==> src/rtl/bu2020_pkg.sv <==
// Shared types and constants for the BU2020 5-stage 16-bit pipeline.
package bu2020_pkg;

  localparam int REG_ADDR_W = 3;
  localparam int DATA_W     = 16;

  typedef enum logic [1:0] {
    RUN    = 2'd0,
    DRAIN  = 2'd1,
    HALTED = 2'd2
  } hz_state_t;

  // Control-bit positions inside the pipeline registers
  localparam int WB_REGWRITE  = 0;
  localparam int WB_MEMTOREG  = 1;
  localparam int MEM_JUMP     = 0;
  localparam int MEM_BNE      = 1;
  localparam int MEM_MEMWRITE = 2;

endpackage

==> src/rtl/raw_cmp.sv <==
// Compares one ID source register against the EX/MEM/WB writers.
module raw_cmp
  import bu2020_pkg::*;
#(
  parameter int WB_BYPASS = 0
) (
  input  logic [REG_ADDR_W-1:0] rs,
  input  logic                  use_rs,
  input  logic                  ex_wr,
  input  logic [REG_ADDR_W-1:0] ex_rd,
  input  logic                  mem_wr,
  input  logic [REG_ADDR_W-1:0] mem_rd,
  input  logic                  wb_wr,
  input  logic [REG_ADDR_W-1:0] wb_rd,
  output logic                  match
);

  logic wb_hit;

  // With write-before-read in the register file, WB results are visible to ID.
  assign wb_hit = (WB_BYPASS == 0) && wb_wr && (wb_rd == rs);

  assign match = use_rs && ((ex_wr && (ex_rd == rs)) ||
                            (mem_wr && (mem_rd == rs)) ||
                            wb_hit);

endmodule

==> src/rtl/pipeline_hazard_ctrl.sv <==
// Stall/flush/halt sequencing for the BU2020 pipeline (no forwarding paths).
//   state  | meaning
//   RUN    | normal issue; stalls on RAW, redirects on taken branch
//   DRAIN  | HALT seen in ID; retiring EX/MEM/WB
//   HALTED | pipeline empty, waiting for resume
module pipeline_hazard_ctrl
  import bu2020_pkg::*;
#(
  parameter int CNT_W        = 16,
  parameter int WB_BYPASS    = 0,
  parameter int DRAIN_CYCLES = 3
) (
  input  logic                  clk,
  input  logic                  rst_n,
  input  logic                  id_valid,
  input  logic [REG_ADDR_W-1:0] id_rs1,
  input  logic [REG_ADDR_W-1:0] id_rs2,
  input  logic                  id_use_rs1,
  input  logic                  id_use_rs2,
  input  logic                  id_is_halt,
  input  logic                  ex_wr,
  input  logic                  mem_wr,
  input  logic                  wb_wr,
  input  logic [REG_ADDR_W-1:0] ex_rd,
  input  logic [REG_ADDR_W-1:0] mem_rd,
  input  logic [REG_ADDR_W-1:0] wb_rd,
  input  logic                  mem_branch_taken,
  input  logic [DATA_W-1:0]     mem_target,
  input  logic                  resume,
  input  logic                  clear_cnt,
  output logic                  pc_write,
  output logic                  pc_sel,
  output logic [DATA_W-1:0]     pc_target,
  output logic                  if_id_write,
  output logic                  flush_if_id,
  output logic                  flush_id_ex,
  output logic                  flush_ex_mem,
  output logic                  halted,
  output logic [CNT_W-1:0]      stall_count,
  output logic [CNT_W-1:0]      flush_count
);

  localparam logic [1:0] DRAIN_LOAD = 2'(DRAIN_CYCLES - 1);

  hz_state_t  state_q, state_d;
  logic [1:0] drain_q, drain_d;
  logic       match1, match2, raw_hazard, halt_req;
  logic       stall_inc, flush_inc;

  raw_cmp #(.WB_BYPASS(WB_BYPASS)) u_cmp_rs1 (
    .rs(id_rs1), .use_rs(id_use_rs1),
    .ex_wr(ex_wr), .ex_rd(ex_rd), .mem_wr(mem_wr), .mem_rd(mem_rd),
    .wb_wr(wb_wr), .wb_rd(wb_rd), .match(match1)
  );

  raw_cmp #(.WB_BYPASS(WB_BYPASS)) u_cmp_rs2 (
    .rs(id_rs2), .use_rs(id_use_rs2),
    .ex_wr(ex_wr), .ex_rd(ex_rd), .mem_wr(mem_wr), .mem_rd(mem_rd),
    .wb_wr(wb_wr), .wb_rd(wb_rd), .match(match2)
  );

  assign raw_hazard = id_valid && (match1 || match2);
  assign halt_req   = id_valid && id_is_halt;
  assign pc_target  = mem_target;
  assign halted     = (state_q == HALTED);

  always_comb begin
    state_d      = state_q;
    drain_d      = drain_q;
    pc_write     = 1'b0;
    pc_sel       = 1'b0;
    if_id_write  = 1'b0;
    flush_if_id  = 1'b0;
    flush_id_ex  = 1'b0;
    flush_ex_mem = 1'b0;
    stall_inc    = 1'b0;
    flush_inc    = 1'b0;
    case (state_q)
      RUN: begin
        if (mem_branch_taken) begin
          pc_sel       = 1'b1;
          pc_write     = 1'b1;
          if_id_write  = 1'b1;
          flush_if_id  = 1'b1;
          flush_id_ex  = 1'b1;
          flush_ex_mem = 1'b1;
          flush_inc    = 1'b1;
        end else if (raw_hazard) begin
          flush_id_ex = 1'b1;
          stall_inc   = 1'b1;
        end else if (halt_req) begin
          flush_id_ex = 1'b1;
          drain_d     = DRAIN_LOAD;
          state_d     = DRAIN;
        end else begin
          pc_write    = 1'b1;
          if_id_write = 1'b1;
        end
      end
      DRAIN: begin
        // A taken branch ahead of the HALT squashes it; abandon the drain.
        if (mem_branch_taken) begin
          pc_sel       = 1'b1;
          pc_write     = 1'b1;
          if_id_write  = 1'b1;
          flush_if_id  = 1'b1;
          flush_id_ex  = 1'b1;
          flush_ex_mem = 1'b1;
          flush_inc    = 1'b1;
          drain_d      = 2'd0;
          state_d      = RUN;
        end else begin
          flush_id_ex = 1'b1;
          if (drain_q == 2'd0) state_d = HALTED;
          else                 drain_d = drain_q - 2'd1;
        end
      end
      HALTED: begin
        flush_id_ex = 1'b1;
        if (resume) begin
          flush_if_id = 1'b1;
          pc_write    = 1'b1;
          state_d     = RUN;
        end
      end
      default: state_d = RUN;
    endcase
    if (!rst_n) begin
      pc_write     = 1'b0;
      pc_sel       = 1'b0;
      if_id_write  = 1'b0;
      flush_if_id  = 1'b1;
      flush_id_ex  = 1'b1;
      flush_ex_mem = 1'b1;
    end
  end

  always_ff @(posedge clk or negedge rst_n) begin
    if (!rst_n) begin
      state_q <= RUN;
      drain_q <= 2'd0;
    end else begin
      state_q <= state_d;
      drain_q <= drain_d;
    end
  end

  always_ff @(posedge clk or negedge rst_n) begin
    if (!rst_n) begin
      stall_count <= '0;
      flush_count <= '0;
    end else if (clear_cnt) begin
      stall_count <= '0;
      flush_count <= '0;
    end else begin
      if (stall_inc && (stall_count != '1)) stall_count <= stall_count + 1'b1;
      if (flush_inc && (flush_count != '1)) flush_count <= flush_count + 1'b1;
    end
  end

endmodule

==> config.mk <==
export PLATFORM = sky130hd
export DESIGN_NAME = pipeline_hazard_ctrl
export DESIGN_NICKNAME = d
export VERILOG_FILES = /design/src/rtl/bu2020_pkg.sv /design/src/rtl/raw_cmp.sv /design/src/rtl/pipeline_hazard_ctrl.sv
export SDC_FILE = /design/constraint.sdc
export NUM_CORES = 1
export LEC_CHECK = 0
export BUFFER_PORTS_ARGS = -buffer_cell sky130_fd_sc_hd__buf_2
export CORE_MARGIN = 4
export CORE_UTILIZATION = 54
export DETAILED_ROUTE_END_ITERATION = 10
export GPL_TIMING_DRIVEN = 0
export PLACE_DENSITY = 0.86
export SETUP_SLACK_MARGIN = 0.5
export SLEW_MARGIN = 20
export SYNTH_ARGS = -nofsm -noshare
export SYNTH_HDL_FRONTEND = slang
export SYNTH_SLANG_ARGS = --single-unit
==> constraint.sdc <==
create_clock -name clk -period 5.9 [get_ports clk]
set_input_delay 0.295 -clock clk [delete_from_list [all_inputs] [get_ports clk]]
set_output_delay 0.295 -clock clk [all_outputs]
set_load 0.01 [all_outputs]
==> results.yml <==
hold_path:
  hold_path_class: "input port to async pin"
setup_path:
  r2r-start: "state_q[0]"
  crit_chain: "inv_1, ha_1, buf_2, inv_1, nor3_2, nand2_4, a2111oi_0, mux2_2"
  path_class: "flop to flop"
  reg2reg_to: "stall_count[14]"
  cp.depth: 8
  slowest_stage: "a2111oi_0"
  r2r_slack_ns: 3.44
  crit_path_start: "state_q[0]"
  crit_top_cell: "inv_1"
  crit_path_max_incr_delay_ns: 0.49
  worstSetupEndpointType: "flop"
  cp.required_ns: 6.08
  startpoint_type: "flop"
  crit_fanout: 8
  arrival_ns: 2.64
  critical_path_buf_inv_count: 3
  worstRegToRegCells: 8
  crit_family: "simple AND/OR/NAND/NOR gates"
finish:
  antenna_cells: 0
  final_nets: 453
  area.growth.synth_to_final_pct: 20.84
  drive_gt1_share_pct: 30.94
clocking:
  clock_sinks: 36
  cts_root_buf: "clkbuf_8"
  clk_path_buf_depth: 2
  cts_resized: 0
  cts_buffers: 5
  cts.clk_slew.worst_paths_ns: 0.08
  cts_max_level: 2
  holdBufCountCts: 0
  cts_tree: "built"
  post_cts_buffers: 0
  clk_latency_ns: 0.29
synth:
  syn_inst: 317
  dominantRegCellSynth: "dfrtp_1"
  yosys.area.top_type: "dfrtp_1"
  yosysWarnings: 0
  synth_edf_count: 0
  yosysTopAreaCellShare_pct: 32.76
  synth_nets: 367
  ys_top_cells_by_area: "dfrtp_1, xnor2_1, nor2_1, mux2_2, buf_4"
  ys_async_sr_fraction_pct: 100.0
  syn-cell-area_um2: 2750
  syn_area_per_cell_um2: 8.676
  synth_seq_cells: 36
  yosysUniqueCellTypes: 48
  seq_area_frac_synth_pct: 32.76
timing:
  setup_viol: 0
  setup_tns_ns: 0
  worst_clock_skew_ns: 0.007071
  fmax_mhz: 406.1
  max_slew.worst_pin.slew_ns: 0.9180
  max-slew-margin-rel_pct: 38.80
  period_share_pct: 41.73
  rsz0062_at_grt: "false"
  period_minus_slack_ns: 2.462
  final_max_slew_viol_count: 0
  hold_viol_final: 0
routing:
  drtPass1Iterations: 5
  routedWlPerCell_um: 15.21
  vias: 2712
  wl_um: 7163
  drc: 0
  route.antenna.remaining_nets: 0
  vias_per_cell: 5.758
  drtIter0Drc: 221
floorplanning:
  rows: 25
  die_h_um: 79.37
  dieArea_um2: 6299
  initial_core_util_pct: 57.09
  core_area_um2: 4817
  die_w_um: 79.37
  ioPinCount: 98
grt:
  track_usage_pct: 22.61
  grt_max_degree: 43
  use_met1_pct: 28.72
  grt_pass1_vias: 2518
  antenna_found_initial: 0
  grt_pass1_wl_um: 11620
  busiest_layer: "met2"
  met3_usage_pct: 4.308
  grt_overflow: 0
  use_met2_pct: 39.98
power_and_ir_drop:
  p_leak_nw: 1.511
  finalPower_mw: 0.7643
  ir_drop_mv: 0.1200
  powerDensity_nw_per_um2: 230.0
placement:
  globalplace.congestion: 0.8527
  io_buffer_count: 79
  dp.final_hpwl_um: 5313
flow_run:
  drv_cap: 0
status:
  outcome: "completed"
cell usage after synthesis, types with 2 or more instances:
library cell  number
nand2b_1           3
buf_4             16
a41o_1             2
a31o_2             3
a211oi_1           6
nor2_1            43
and4_1             5
or3_1              4
ha_1               7
nand2_1           12
clkbuf_1           8
dfrtp_1           36
nor4b_1            4
nand4_1           15
o21ai_0            4
buf_6              2
buf_2              2
a21oi_1            6
inv_1             17
nand3_1           13
nor3_1            12
o21a_1             2
a2111oi_0          4
and3_1             3
nor2b_1           15
mux2_2            12
o32ai_1            5
xnor2_1           22
nor4_1             4
xor2_1             9
a31oi_1            2
mux2_1             3
registers in the layout, indices dropped and copies added (netlist names):
register     count
drain_q          2
state_q          2
flush_count     16
stall_count     16
report_power, final:
part	switching (mW)	internal (mW)	total, mW
sequential	0.0201	0.265	0.285
clock	0.0935	0.0950	0.188
combinational	0.170	0.122	0.291
logic make-up after synthesis:
| logic type | count (synthesis) | share of synthesized area (%) |
|---|---|---|
| and+or+nand+nor | 139 | 26.98 |
| muxes | 16 | 6.506 |
| AOI/OAI and AO/OA | 42 | 11.37 |
| adders and majority gates | 8 | 3.549 |
| buffers and inverters | 45 | 8.963 |
| xor gates and xnor gates | 31 | 9.873 |
| DFF | 36 | 32.76 |
routing by layer:
metal,part of all wire [%],wire (um)
met1,40,2897
met2,50,3588
met3,8.2,588
met4,1.2,89
met5,0,0
worst max path at each step:
stage                            to  slack (ns)
detailed placement  stall_count[14]        3.46
global route         stall_count[7]        3.20
finish              stall_count[14]        3.44
global placement    stall_count[14]        3.54
CTS                 stall_count[14]        3.45
floorplan            stall_count[7]        3.81
area by class of cell:
class | instances | area (um^2)
clock inverter | 1 | 7.507
inverter | 17 | 63.81
tap | 67 | 83.83
multi-input combinational | 236 | 1603
buffer | 28 | 182.7
clock buffer | 7 | 86.33
fill | 402 | 1494
timing repair buffer | 79 | 395.4
sequential | 36 | 900.9
cells in the final DEF, fill, tap and decap left out, types with 2 or more instances in the layout:
master	n
buf_2	81
nor2_1	43
dfrtp_1	36
xnor2_1	22
inv_1	17
buf_4	16
nand4_1	15
nor2b_1	15
nand3_1	13
nand2_1	12
nor3_1	12
mux2_2	12
clkbuf_1	9
xor2_1	9
ha_1	7
a21oi_1	6
a211oi_1	6
clkbuf_8	6
and4_1	5
o32ai_1	5
nor4_1	4
o21ai_0	4
or3_1	4
nor4b_1	4
a2111oi_0	4
a31o_2	3
and3_1	3
nand2b_1	3
mux2_1	3
buf_6	2
a31oi_1	2
o21a_1	2
a41o_1	2
stage by stage:
| step | setup WS (ns) | cell area (um^2) | cells | util [%] | hold WS (ns) |
|---|---|---|---|---|---|
| 6_report | 3.438 | 3323 | 471 | 68.99 | 0.1273 |
| 4_1_cts | 3.450 | 3323 | 471 | 68.99 | 0.1625 |
| 3_3_place_gp | 3.541 | 3229 | 463 | 67.04 | 0.4696 |
| 3_5_place_dp | 3.465 | 3229 | 463 | 67.04 | 0.4747 |
| 2_1_floorplan | 3.811 | 2750 | 317 | - | -0.0005911 |
| 5_1_grt | 3.204 | 3323 | 471 | 68.99 | 0.1998 |
Power figures use the tool's default switching activity.
